`src/rtl/draw_pkg.sv`:
```
// Shared definitions for the sprite drawing path: sequencer state encoding,
// default plot widths, sprite colours and a small sizing helper.
package draw_pkg;

    localparam int X_W_DEF   = 9;
    localparam int Y_W_DEF   = 8;
    localparam int COL_W_DEF = 3;

    localparam logic [2:0] ST_IDLE   = 3'd0;
    localparam logic [2:0] ST_SELECT = 3'd1;
    localparam logic [2:0] ST_START  = 3'd2;
    localparam logic [2:0] ST_WAIT   = 3'd3;
    localparam logic [2:0] ST_DONE   = 3'd4;

    typedef enum logic [2:0] {
        S_IDLE   = ST_IDLE,
        S_SELECT = ST_SELECT,
        S_START  = ST_START,
        S_WAIT   = ST_WAIT,
        S_DONE   = ST_DONE
    } state_t;

    localparam logic [2:0] BLACK = 3'b000;
    localparam logic [2:0] WHITE = 3'b111;

    // Width of an index into n items; never collapses to zero bits.
    function automatic int idx_w(input int n);
        return (n > 1) ? $clog2(n) : 1;
    endfunction

endpackage

```
`src/rtl/sprite_draw_sequencer_if.sv`:
```
// Bundle between the sprite engines / VGA plotter and the draw sequencer.
// master = sequencer side, slave = engines, plotter and frame timing.
interface sprite_draw_sequencer_if #(
    parameter int NUM_CH = 4,
    parameter int X_W    = 9,
    parameter int Y_W    = 8,
    parameter int COL_W  = 3
);
    logic                    frame_tick;
    logic [NUM_CH-1:0]       ch_req;
    logic [NUM_CH*X_W-1:0]   ch_x;
    logic [NUM_CH*Y_W-1:0]   ch_y;
    logic [NUM_CH*COL_W-1:0] ch_colour;
    logic [NUM_CH-1:0]       ch_valid;
    logic [NUM_CH-1:0]       ch_fin;
    logic [NUM_CH-1:0]       ch_go;
    logic [X_W-1:0]          plot_x;
    logic [Y_W-1:0]          plot_y;
    logic [COL_W-1:0]        plot_colour;
    logic                    plot;
    logic                    busy;
    logic                    frame_done;
    logic                    overrun;
    logic [NUM_CH-1:0]       timeout_err;

    modport master (
        input  frame_tick, ch_req, ch_x, ch_y, ch_colour, ch_valid, ch_fin,
        output ch_go, plot_x, plot_y, plot_colour, plot, busy, frame_done,
               overrun, timeout_err
    );

    modport slave (
        output frame_tick, ch_req, ch_x, ch_y, ch_colour, ch_valid, ch_fin,
        input  ch_go, plot_x, plot_y, plot_colour, plot, busy, frame_done,
               overrun, timeout_err
    );
endinterface

```
`src/rtl/prio_pick.sv`:
```
// Fixed-priority picker: lowest set bit of a mask wins. Purely combinational
// so it can be shared by other arbiters (e.g. collision handling).
module prio_pick #(
    parameter int N  = 4,
    parameter int IW = 2
) (
    input  logic [N-1:0]  mask,
    output logic [IW-1:0] idx,
    output logic          any
);
    // Scan from the top down so the lowest set index is the last assignment.
    always_comb begin
        idx = '0;
        any = |mask;
        for (int i = N - 1; i >= 0; i--) begin
            if (mask[i]) idx = IW'(i);
        end
    end
endmodule

```
`src/rtl/sprite_draw_sequencer.sv`:
```
// Per-frame draw arbiter: on an accepted frame tick every requesting sprite
// channel gets, in priority order, a start pulse and exclusive use of the
// plot port until it finishes or its watchdog expires.
module sprite_draw_sequencer #(
    parameter int NUM_CH  = 4,
    parameter int X_W     = 9,
    parameter int Y_W     = 8,
    parameter int COL_W   = 3,
    parameter int TIMEOUT = 4096,
    parameter int TO_W    = 13
) (
    input  logic                    clk,
    input  logic                    reset,
    sprite_draw_sequencer_if.master bus
);
    import draw_pkg::*;

    localparam int GW = idx_w(NUM_CH);

    state_t              state_q, state_d;
    logic [NUM_CH-1:0]   pending;
    logic [GW-1:0]       grant, pick_idx;
    logic                pick_any;
    logic [TO_W-1:0]     wd_cnt;
    logic [NUM_CH-1:0]   terr;
    logic [NUM_CH-1:0]   go;
    logic                done_pulse;
    logic [X_W-1:0]      sel_x, plot_x_q;
    logic [Y_W-1:0]      sel_y, plot_y_q;
    logic [COL_W-1:0]    sel_col, plot_col_q;
    logic                sel_valid, sel_fin, plot_q, overrun_q;
    logic                fin_ok, wd_hit;

    prio_pick #(.N(NUM_CH), .IW(GW)) u_pick (
        .mask (pending),
        .idx  (pick_idx),
        .any  (pick_any)
    );

    // Route the granted channel's pixel stream and finish flag.
    always_comb begin
        sel_x     = '0;
        sel_y     = '0;
        sel_col   = '0;
        sel_valid = 1'b0;
        sel_fin   = 1'b0;
        for (int i = 0; i < NUM_CH; i++) begin
            if (grant == GW'(i)) begin
                sel_x     = bus.ch_x[i*X_W +: X_W];
                sel_y     = bus.ch_y[i*Y_W +: Y_W];
                sel_col   = bus.ch_colour[i*COL_W +: COL_W];
                sel_valid = bus.ch_valid[i];
                sel_fin   = bus.ch_fin[i];
            end
        end
    end

    // A finish level left over from an earlier grant must not end this one,
    // so fin only counts from the second WAIT cycle (counter non-zero).
    assign fin_ok = sel_fin && (wd_cnt != '0);
    assign wd_hit = (wd_cnt == TO_W'(TIMEOUT - 1));

    // State register.
    always_ff @(posedge clk or posedge reset) begin
        if (reset) state_q <= S_IDLE;
        else       state_q <= state_d;
    end

    // Next-state decode plus the state-derived pulses (go, frame_done).
    always_comb begin
        state_d    = state_q;
        go         = '0;
        done_pulse = 1'b0;
        case (state_q)
            S_IDLE:   if (bus.frame_tick) state_d = S_SELECT;
            S_SELECT: state_d = pick_any ? S_START : S_DONE;
            S_START: begin
                for (int i = 0; i < NUM_CH; i++) go[i] = (grant == GW'(i));
                state_d = S_WAIT;
            end
            S_WAIT:   if (fin_ok || wd_hit) state_d = S_SELECT;
            S_DONE: begin
                done_pulse = 1'b1;
                state_d    = S_IDLE;
            end
            default:  state_d = S_IDLE;
        endcase
    end

    // Request snapshot, grant latch and per-channel retirement.
    always_ff @(posedge clk or posedge reset) begin
        if (reset) begin
            pending <= '0;
            grant   <= '0;
        end else begin
            if (state_q == S_IDLE && bus.frame_tick) pending <= bus.ch_req;
            if (state_q == S_SELECT) grant <= pick_idx;
            if (state_q == S_WAIT && (fin_ok || wd_hit)) pending[grant] <= 1'b0;
        end
    end

    // Watchdog: cleared on start, counts WAIT cycles; sticky error per channel.
    always_ff @(posedge clk or posedge reset) begin
        if (reset) begin
            wd_cnt <= '0;
            terr   <= '0;
        end else begin
            if (state_q == S_START) wd_cnt <= '0;
            else if (state_q == S_WAIT) wd_cnt <= wd_cnt + 1'b1;
            if (state_q == S_WAIT && !fin_ok && wd_hit) terr[grant] <= 1'b1;
        end
    end

    // Registered plot port; coordinates hold outside WAIT, write enable drops.
    always_ff @(posedge clk or posedge reset) begin
        if (reset) begin
            plot_q     <= 1'b0;
            plot_x_q   <= '0;
            plot_y_q   <= '0;
            plot_col_q <= '0;
        end else begin
            plot_q <= (state_q == S_WAIT) && sel_valid;
            if (state_q == S_WAIT) begin
                plot_x_q   <= sel_x;
                plot_y_q   <= sel_y;
                plot_col_q <= sel_col;
            end
        end
    end

    // A tick that arrives while a pass is running is dropped and flagged.
    always_ff @(posedge clk or posedge reset) begin
        if (reset) overrun_q <= 1'b0;
        else       overrun_q <= bus.frame_tick && (state_q != S_IDLE);
    end

    assign bus.ch_go       = go;
    assign bus.frame_done  = done_pulse;
    assign bus.busy        = (state_q != S_IDLE);
    assign bus.plot        = plot_q;
    assign bus.plot_x      = plot_x_q;
    assign bus.plot_y      = plot_y_q;
    assign bus.plot_colour = plot_col_q;
    assign bus.overrun     = overrun_q;
    assign bus.timeout_err = terr;

endmodule

```
`src/flat_wrapper.sv`:
```
// flat-port wrapper written by rule: the top's interface ports become plain ports
module sprite_draw_sequencer_flat import draw_pkg::*;
#(
    parameter int NUM_CH  = 4,
    parameter int X_W     = 9,
    parameter int Y_W     = 8,
    parameter int COL_W   = 3,
    parameter int TIMEOUT = 4096,
    parameter int TO_W    = 13
)
  (clk, reset, bus_frame_tick, bus_ch_req, bus_ch_x, bus_ch_y, bus_ch_colour, bus_ch_valid, bus_ch_fin, bus_ch_go, bus_plot_x, bus_plot_y, bus_plot_colour, bus_plot, bus_busy, bus_frame_done, bus_overrun, bus_timeout_err);
  sprite_draw_sequencer_if #(.NUM_CH(NUM_CH), .X_W(X_W), .Y_W(Y_W), .COL_W(COL_W)) bus_i ();
  input  logic clk;
  input  logic reset;
  input wire logic [$bits(bus_i.frame_tick)-1:0] bus_frame_tick;
  input wire logic [$bits(bus_i.ch_req)-1:0] bus_ch_req;
  input wire logic [$bits(bus_i.ch_x)-1:0] bus_ch_x;
  input wire logic [$bits(bus_i.ch_y)-1:0] bus_ch_y;
  input wire logic [$bits(bus_i.ch_colour)-1:0] bus_ch_colour;
  input wire logic [$bits(bus_i.ch_valid)-1:0] bus_ch_valid;
  input wire logic [$bits(bus_i.ch_fin)-1:0] bus_ch_fin;
  output wire logic [$bits(bus_i.ch_go)-1:0] bus_ch_go;
  output wire logic [$bits(bus_i.plot_x)-1:0] bus_plot_x;
  output wire logic [$bits(bus_i.plot_y)-1:0] bus_plot_y;
  output wire logic [$bits(bus_i.plot_colour)-1:0] bus_plot_colour;
  output wire logic [$bits(bus_i.plot)-1:0] bus_plot;
  output wire logic [$bits(bus_i.busy)-1:0] bus_busy;
  output wire logic [$bits(bus_i.frame_done)-1:0] bus_frame_done;
  output wire logic [$bits(bus_i.overrun)-1:0] bus_overrun;
  output wire logic [$bits(bus_i.timeout_err)-1:0] bus_timeout_err;
  assign bus_i.frame_tick = bus_frame_tick;
  assign bus_i.ch_req = bus_ch_req;
  assign bus_i.ch_x = bus_ch_x;
  assign bus_i.ch_y = bus_ch_y;
  assign bus_i.ch_colour = bus_ch_colour;
  assign bus_i.ch_valid = bus_ch_valid;
  assign bus_i.ch_fin = bus_ch_fin;
  assign bus_ch_go = bus_i.ch_go;
  assign bus_plot_x = bus_i.plot_x;
  assign bus_plot_y = bus_i.plot_y;
  assign bus_plot_colour = bus_i.plot_colour;
  assign bus_plot = bus_i.plot;
  assign bus_busy = bus_i.busy;
  assign bus_frame_done = bus_i.frame_done;
  assign bus_overrun = bus_i.overrun;
  assign bus_timeout_err = bus_i.timeout_err;
  sprite_draw_sequencer #(.NUM_CH(NUM_CH), .X_W(X_W), .Y_W(Y_W), .COL_W(COL_W), .TIMEOUT(TIMEOUT), .TO_W(TO_W)) u_core (.clk(clk), .reset(reset), .bus(bus_i));
endmodule
```
`config.mk`:
```
export PLATFORM = sky130hd
export DESIGN_NAME = sprite_draw_sequencer_flat
export DESIGN_NICKNAME = d
export VERILOG_FILES = /design/src/rtl/draw_pkg.sv /design/src/rtl/sprite_draw_sequencer_if.sv /design/src/rtl/prio_pick.sv /design/src/rtl/sprite_draw_sequencer.sv /design/src/flat_wrapper.sv
export SDC_FILE = /design/constraint.sdc
export NUM_CORES = 1
export LEC_CHECK = 0
export ABC_AREA = 1
export CAP_MARGIN = 10
export CORE_ASPECT_RATIO = 0.9
export CORE_MARGIN = 2
export CORE_UTILIZATION = 43
export CTS_BUF_LIST = sky130_fd_sc_hd__clkbuf_4
export CTS_CLUSTER_SIZE = 8
export DETAILED_ROUTE_END_ITERATION = 12
export GPL_TIMING_DRIVEN = 0
export PLACE_DENSITY = 0.83
export SLEW_MARGIN = 25
export SYNTH_ARGS = -nofsm -noshare
export SYNTH_HDL_FRONTEND = slang
export SYNTH_HIERARCHICAL = 1
export SYNTH_SLANG_ARGS = --single-unit
```
`constraint.sdc`:
```
create_clock -name clk -period 2.05 [get_ports clk]
set_clock_uncertainty 0.05 [all_clocks]
set_input_delay 0.615 -clock clk [delete_from_list [all_inputs] [get_ports clk]]
set_output_delay 0.615 -clock clk [all_outputs]
set_load 0.05 [all_outputs]
```
==> flow_summary_export.csv, run 1 <==
group,metric,value,unit
clocking,htreeDepth,2,
timing,finalHoldViolations,0,
floorplan,die_x,88.8,microns
final_layout,final_nets,613,
clocking,hold_buffers,0,
final_layout,n_antenna_cell,0,
pwr,p_per_area,1310,mW/mm^2
synthesis,async_flop_share,100,%
worst_setup_path,path_class,"reg2out",
run,cap_viol_max_count,0,
synthesis,syn_area,0.00278,sq mm
final_layout,stdcell_area,0.00440,sq mm
timing,rsz0062_at_grt,"yes",
routing,drc,0,
synthesis,yosysSeqAreaShare,43.2,%
clocking,numCtsBuffers,5,
timing,slew_viol_final,0,
worst_setup_path,endpoint_kind,"output port",
synthesis,yosys.area.top_type_share,43.2,%
floorplan,die_area,0.00713,sq mm
grt,grt_use_met3,7.09,%
final_layout,most-common-layout-cells,"nand2_1, clkdlybuf4s50_1, dfrtp_1, a21oi_1, nor2_1",
floorplan,coreArea,0.00618,sq mm
routing,num_vias,3172,
final_layout,layout_commonest_cell,"nand2_1",
grt,antenna_found_initial,0,
final_layout,drive_above_1_share,16.1,%
grt,use_met2,46.3,%
routing,first_pass_iters,5,
placement,dp_cells,581,
clocking,cts.sinks,48,
grt,top_usage_layer,"met2",
grt,grt_overflow,0,
final_layout,areaGrowthSynthToFinish,58.3,%
floorplan,rows,27,
floorplan,fp.dieH,80.3,microns
worst_setup_path,cp.required,1.38,ns
timing,max_freq,0.448,GHz
synthesis,synth_nets,464,
synthesis,synth.distinct_cells,32,
clocking,root_buffer,"clkbuf_4",
placement,io_buffers,126,
timing,max_slew_margin,59.0,%
pwr,irDropWorstVdd,0.000783,V
worst_setup_path,path_max_fanout,5,
floorplan,start_util,45.0,%
final_layout,multi_input_area,0.00142,sq mm
final_layout,fillers,502,
synthesis,synthesis.instances,367,
synthesis,avgSynthCellArea,7.58,sq um
routing,drt-initial-drc-count,224,
clocking,cts_tree,"done",
synthesis,synthFlopType,"dfrtp_1",
placement,gp_congestion,0.902,
pwr,p_leak,1.97,nW
timing,post-route-min-period,2.23,ns
grt,first_global_vias,3225,
clocking,clk_latency,0.36,ns
final_layout,instances_no_fill,603,
timing,setup_ws,-0.183,ns
clocking,clk_path_buf_depth,2,
run_status,failed_checks,"setup timing",
synthesis,synth_edf_count,0,
timing,setup-violations-final,6,
timing,post-route-period-util,109,%
synthesis,ys_ff_latch,48,
routing,wire_per_inst,15.3,microns
grt,met1_usage,33.1,%
run_status,status,"finished with violations",
clocking,worst_setup_hold_path_clk_slew,0.13,ns
worst_setup_path,startpoint_type,"flop",
floorplan,num_io_pins,127,
placement,dpl.hpwl,7030,microns
min_path,hp-class,"reg2reg",
worst_setup_path,ff2ff_setup_slack,0.29,ns
grt,grt_start_max_net_pins,33,
routing,via_per_inst,5.26,
placement,postPlaceCellArea,0.00418,sq mm
grt,grt_pass1_wl,14900,microns
timing,tightest_slew,0.614,ns
grt,grt_usage,27.1,%
synthesis,synthTopCellsByArea,"dfrtp_1, nand2_1, a21oi_1",
synthesis,synth_top_area_cell,"dfrtp_1",
routing,antenna_left,0,
final_layout,area.sequential,0.00120,sq mm
worst_setup_path,arrival,1.57,ns
routing,wirelength,9250,microns
synthesis,ys_warn_count,6,
final_layout,postLayoutCoreUtil,71.2,%
pwr,total_power,0.00575,W
[metrics by stage]
| step | hold slack [ns] | setup slack, ns | setup TNS, ns |
|---|---|---|---|
| global route | 0.466 | -0.297 | -1.37 |
| CTS | 0.446 | -0.175 | -0.604 |
| detailed placement | 0.413 | -0.670 | -2.94 |
| floorplan | 0.434 | -0.210 | -0.841 |
| global placement | 0.406 | -0.751 | -38.72 |
| finish | 0.443 | -0.183 | -0.769 |
[area by class of cell]
| class | instances | share of cell area [%] |
|---|---|---|
| repair buffers | 142 | 31.2 |
| clock inverters | 2 | 0.170 |
| clock buffers | 5 | 0.852 |
| multi-input cells | 270 | 32.3 |
| well taps | 87 | 2.47 |
| flip-flops and latches | 48 | 27.3 |
| plain buffers | 14 | 2.39 |
| inverters | 35 | 3.35 |
[critical path, stage by stage, from the launching register on]
cell and delay, ns:
dfrtp_1 0.45, nor2_4 0.12, buf_6 0.13, inv_8 0.03, nor2_4 0.13, inv_4 0.09
nor2_4 0.12, buf_8 0.15
[where the power goes]
part           internal (W)  switching [W]
registers           0.00127       0.000221
logic               0.00132        0.00253
clock network      0.000121       0.000291
total               0.00271        0.00304
[metal layers]
layer / vias to the layer above / part of all wire (%)
met3: 12 / 7.8
li1: 1527 / -
met5: - / 0
met4: 0 / 1.1
met2: 129 / 51
met1: 1504 / 40
[kinds of logic after synthesis]
group	after synthesis	synth area share, %
flops	48	43.2
xor+xnor	2	0.630
fa+ha+maj	2	0.900
buf+inv	49	7.78
compound gates	78	17.9
simple gates	188	29.6
[sequential cells by signal (all words and copies together), names as in the netlist]
register and cells:
u_core/wd_cnt 13, u_core/bus.plot_x 9, u_core/bus.plot_y 8, u_core/bus.timeout_err 4, u_core/pending 4, u_core/bus.plot_colour 3, u_core/state_q 3, u_core/grant 2
u_core/bus.overrun 1, u_core/bus.plot 1
[synthesized netlist by cell type (5+ instances only)]
cell type  number
nand2_1       108
nor2_2          5
nor2_1         35
nand4_1         9
buf_2           5
dfrtp_1        48
nand3_1        15
a41oi_1        17
nand2_2         6
o21ai_0        13
buf_4           7
a21oi_1        32
o21ai_1         5
inv_1          23
inv_2          11
[repair_timing]
item	CTS	global route
buffers inserted	14	1
endpoints found under the setup margin	32	6
endpoints found under the hold margin	0	0
gates resized for setup	94	3
pin swaps	4	0
[final timing paths]
kind                                                start                        end  depth (start not counted)
worst min-delay path            u_core/bus.timeout_err[0]  u_core/bus.timeout_err[0]                          1
worst min register to register  u_core/bus.timeout_err[0]  u_core/bus.timeout_err[0]                          1
worst max-delay path                    u_core/state_q[2]               bus_ch_go[2]                          7
min in group asynchronous                           reset  u_core/bus.plot_colour[0]                          2
max in group asynchronous                           reset            u_core/grant[0]                          3
worst max register to register          u_core/state_q[1]       u_core/bus.plot_y[4]                          7
Note: power is estimated with default switching activity, not from simulation.
==> run 2: changes to the inputs <==
--- a/config.mk
+++ b/config.mk
@@ -15,7 +15,6 @@
 export DETAILED_ROUTE_END_ITERATION = 12
 export GPL_TIMING_DRIVEN = 0
 export PLACE_DENSITY = 0.83
-export SLEW_MARGIN = 25
 export SYNTH_ARGS = -nofsm -noshare
 export SYNTH_HDL_FRONTEND = slang
 export SYNTH_HIERARCHICAL = 1
==> run 2 against run 1 <==
  * The run still ends with setup timing left
  * Maximum frequency down 0.61%
  * Global-route usage down 0.15 points
  * First-iteration DRC count down 15%
  * Count of clock-buffer cells in the layout up 1
  * Sequential cell count unchanged
  * Critical path type unchanged
  * Critical endpoint is now bus_ch_go[3]
==> flow_summary_export.csv, run 2 (synthesis gave the netlist of run 1 again) <==
group,metric,value,unit
grt,antenna_found_initial,0,
clocking,numCtsBuffers,5,
floorplan,start_util,45.0,%
floorplan,coreArea,0.00618,sq mm
routing,antenna_left,0,
floorplan,rows,27,
final_layout,largest_reg_flops,13,
clocking,hold_buffers,0,
timing,setup-violations-final,5,
floorplan,num_io_pins,127,
placement,dpl.hpwl,7100,microns
final_layout,drive_above_1_share,16.0,%
run,cap_viol_max_count,0,
final_layout,layout_commonest_cell,"nand2_1",
worst_setup_path,cp.required,1.38,ns
clocking,htreeDepth,2,
final_layout,fillers,520,
clocking,worst_setup_hold_path_clk_slew,0.13,ns
final_layout,areaGrowthSynthToFinish,57.3,%
floorplan,fp.dieH,80.3,microns
pwr,p_per_area,1310,mW/mm^2
timing,tightest_slew,0.549,ns
timing,setup_tns,-0.688,ns
min_path,hp-class,"reg2reg",
routing,via_per_inst,5.27,
final_layout,largest-register,"u_core/wd_cnt",
placement,gp_congestion,0.902,
worst_setup_path,path_class,"reg2out",
worst_setup_path,arrival,1.58,ns
worst_setup_path,ff2ff_setup_slack,0.36,ns
run_status,failed_checks,"setup timing",
grt,grt_start_max_net_pins,35,
routing,first_pass_iters,5,
floorplan,die_x,88.8,microns
routing,wire_per_inst,15.4,microns
worst_setup_path,startpoint_type,"flop",
timing,finalHoldViolations,0,
timing,post-route-min-period,2.25,ns
clocking,cts.sinks,48,
timing,rsz0062_at_grt,"yes",
worst_setup_path,path_max_fanout,5,
clocking,clk_latency,0.37,ns
timing,max_slew_margin,63.4,%
grt,grt_overflow,0,
final_layout,n_antenna_cell,0,
final_layout,final_nets,609,
timing,setup_ws,-0.196,ns
timing,max_freq,0.445,GHz
clocking,root_buffer,"clkbuf_4",
timing,slew_viol_final,0,
worst_setup_path,endpoint_kind,"output port",
final_layout,most-common-layout-cells,"nand2_1, clkdlybuf4s50_1, dfrtp_1, a21oi_1, nor2_1",
placement,io_buffers,126,
grt,first_global_vias,3215,
routing,wirelength,9250,microns
routing,num_vias,3154,
grt,grt_usage,27.0,%
timing,hold_ws,0.432,ns
routing,drt-initial-drc-count,191,
timing,post-route-period-util,110,%
grt,grt_pass1_wl,14800,microns
floorplan,die_area,0.00713,sq mm
run_status,status,"finished with violations",
routing,drc,0,
clocking,clk_path_buf_depth,2,
clocking,cts_tree,"done",
pwr,irDropWorstVdd,0.000752,V
pwr,p_leak,1.96,nW
run 2: cell types whose count changed in the layout (fill, tap and decap cells not counted), sizes merged:
cell    previous run  this run
buf               34        30
clkbuf             7         8
clkinv             3         2
run 2: final cells by class:
type,count,area [sq um],share of cell area (%)
plain buffers,14,101,2.32
clock buffers,6,45.0,1.03
clock inverters,1,5.00,0.114
inverters,35,145,3.32
multi-input cells,270,1420,32.5
flip-flops and latches,48,1200,27.5
well taps,87,109,2.49
repair buffers,138,1340,30.7
run 2: path summary, 6_finish.rpt:
check                                          startpoint                         to  depth (start not counted)
worst max-delay path                    u_core/state_q[2]               bus_ch_go[3]                          7
worst min-delay path            u_core/bus.timeout_err[0]  u_core/bus.timeout_err[0]                          1
worst max register to register          u_core/state_q[1]       u_core/bus.plot_y[4]                          7
worst min register to register  u_core/bus.timeout_err[0]  u_core/bus.timeout_err[0]                          1
max in group asynchronous                           reset            u_core/grant[0]                          3
min in group asynchronous                           reset  u_core/bus.plot_colour[0]                          2
run 2: repair_timing:
item | CTS | global route
gates cloned | 0 | 0
gates resized for setup | 92 | 4
setup endpoints to repair | 32 | 6
buffers inserted | 11 | 0
pin swaps | 4 | 1
run 2: critical path: stages (launching register included):
cell and delay [ns]:
dfrtp_1 0.45, nor2_4 0.13, buf_6 0.13, inv_8 0.03
nor2_4 0.12, inv_4 0.08, nor2_4 0.13, buf_8 0.15
run 2: report_power, final:
group / total (W) / switching, W / internal [W]
clock: 0.000439 / 0.000299 / 0.000140
combinational: 0.00379 / 0.00252 / 0.00127
sequential: 0.00149 / 0.000218 / 0.00127
run 2: per-layer routing:
metal	routed length, microns	vias up	global-route usage (%)
li1	-	1519	-
met1	3790	1497	32.6
met2	4670	125	46.5
met3	646	13	7.30
met4	144	0	8.03
met5	0	-	0
run 2: metrics by stage:
step                      power, W  worst slack (ns)  cells  utilization [%]  instance area (sq um)
after floorplan            0.00384            -0.210    367                -                   2790
after global placement     0.00497            -0.751    580             67.2                   4160
after detailed placement   0.00507            -0.690    581             67.6                   4180
after CTS                  0.00567            -0.184    599             70.6                   4360
after global routing       0.00607            -0.257    599             70.8                   4370
final                      0.00572            -0.196    599             70.8                   4370
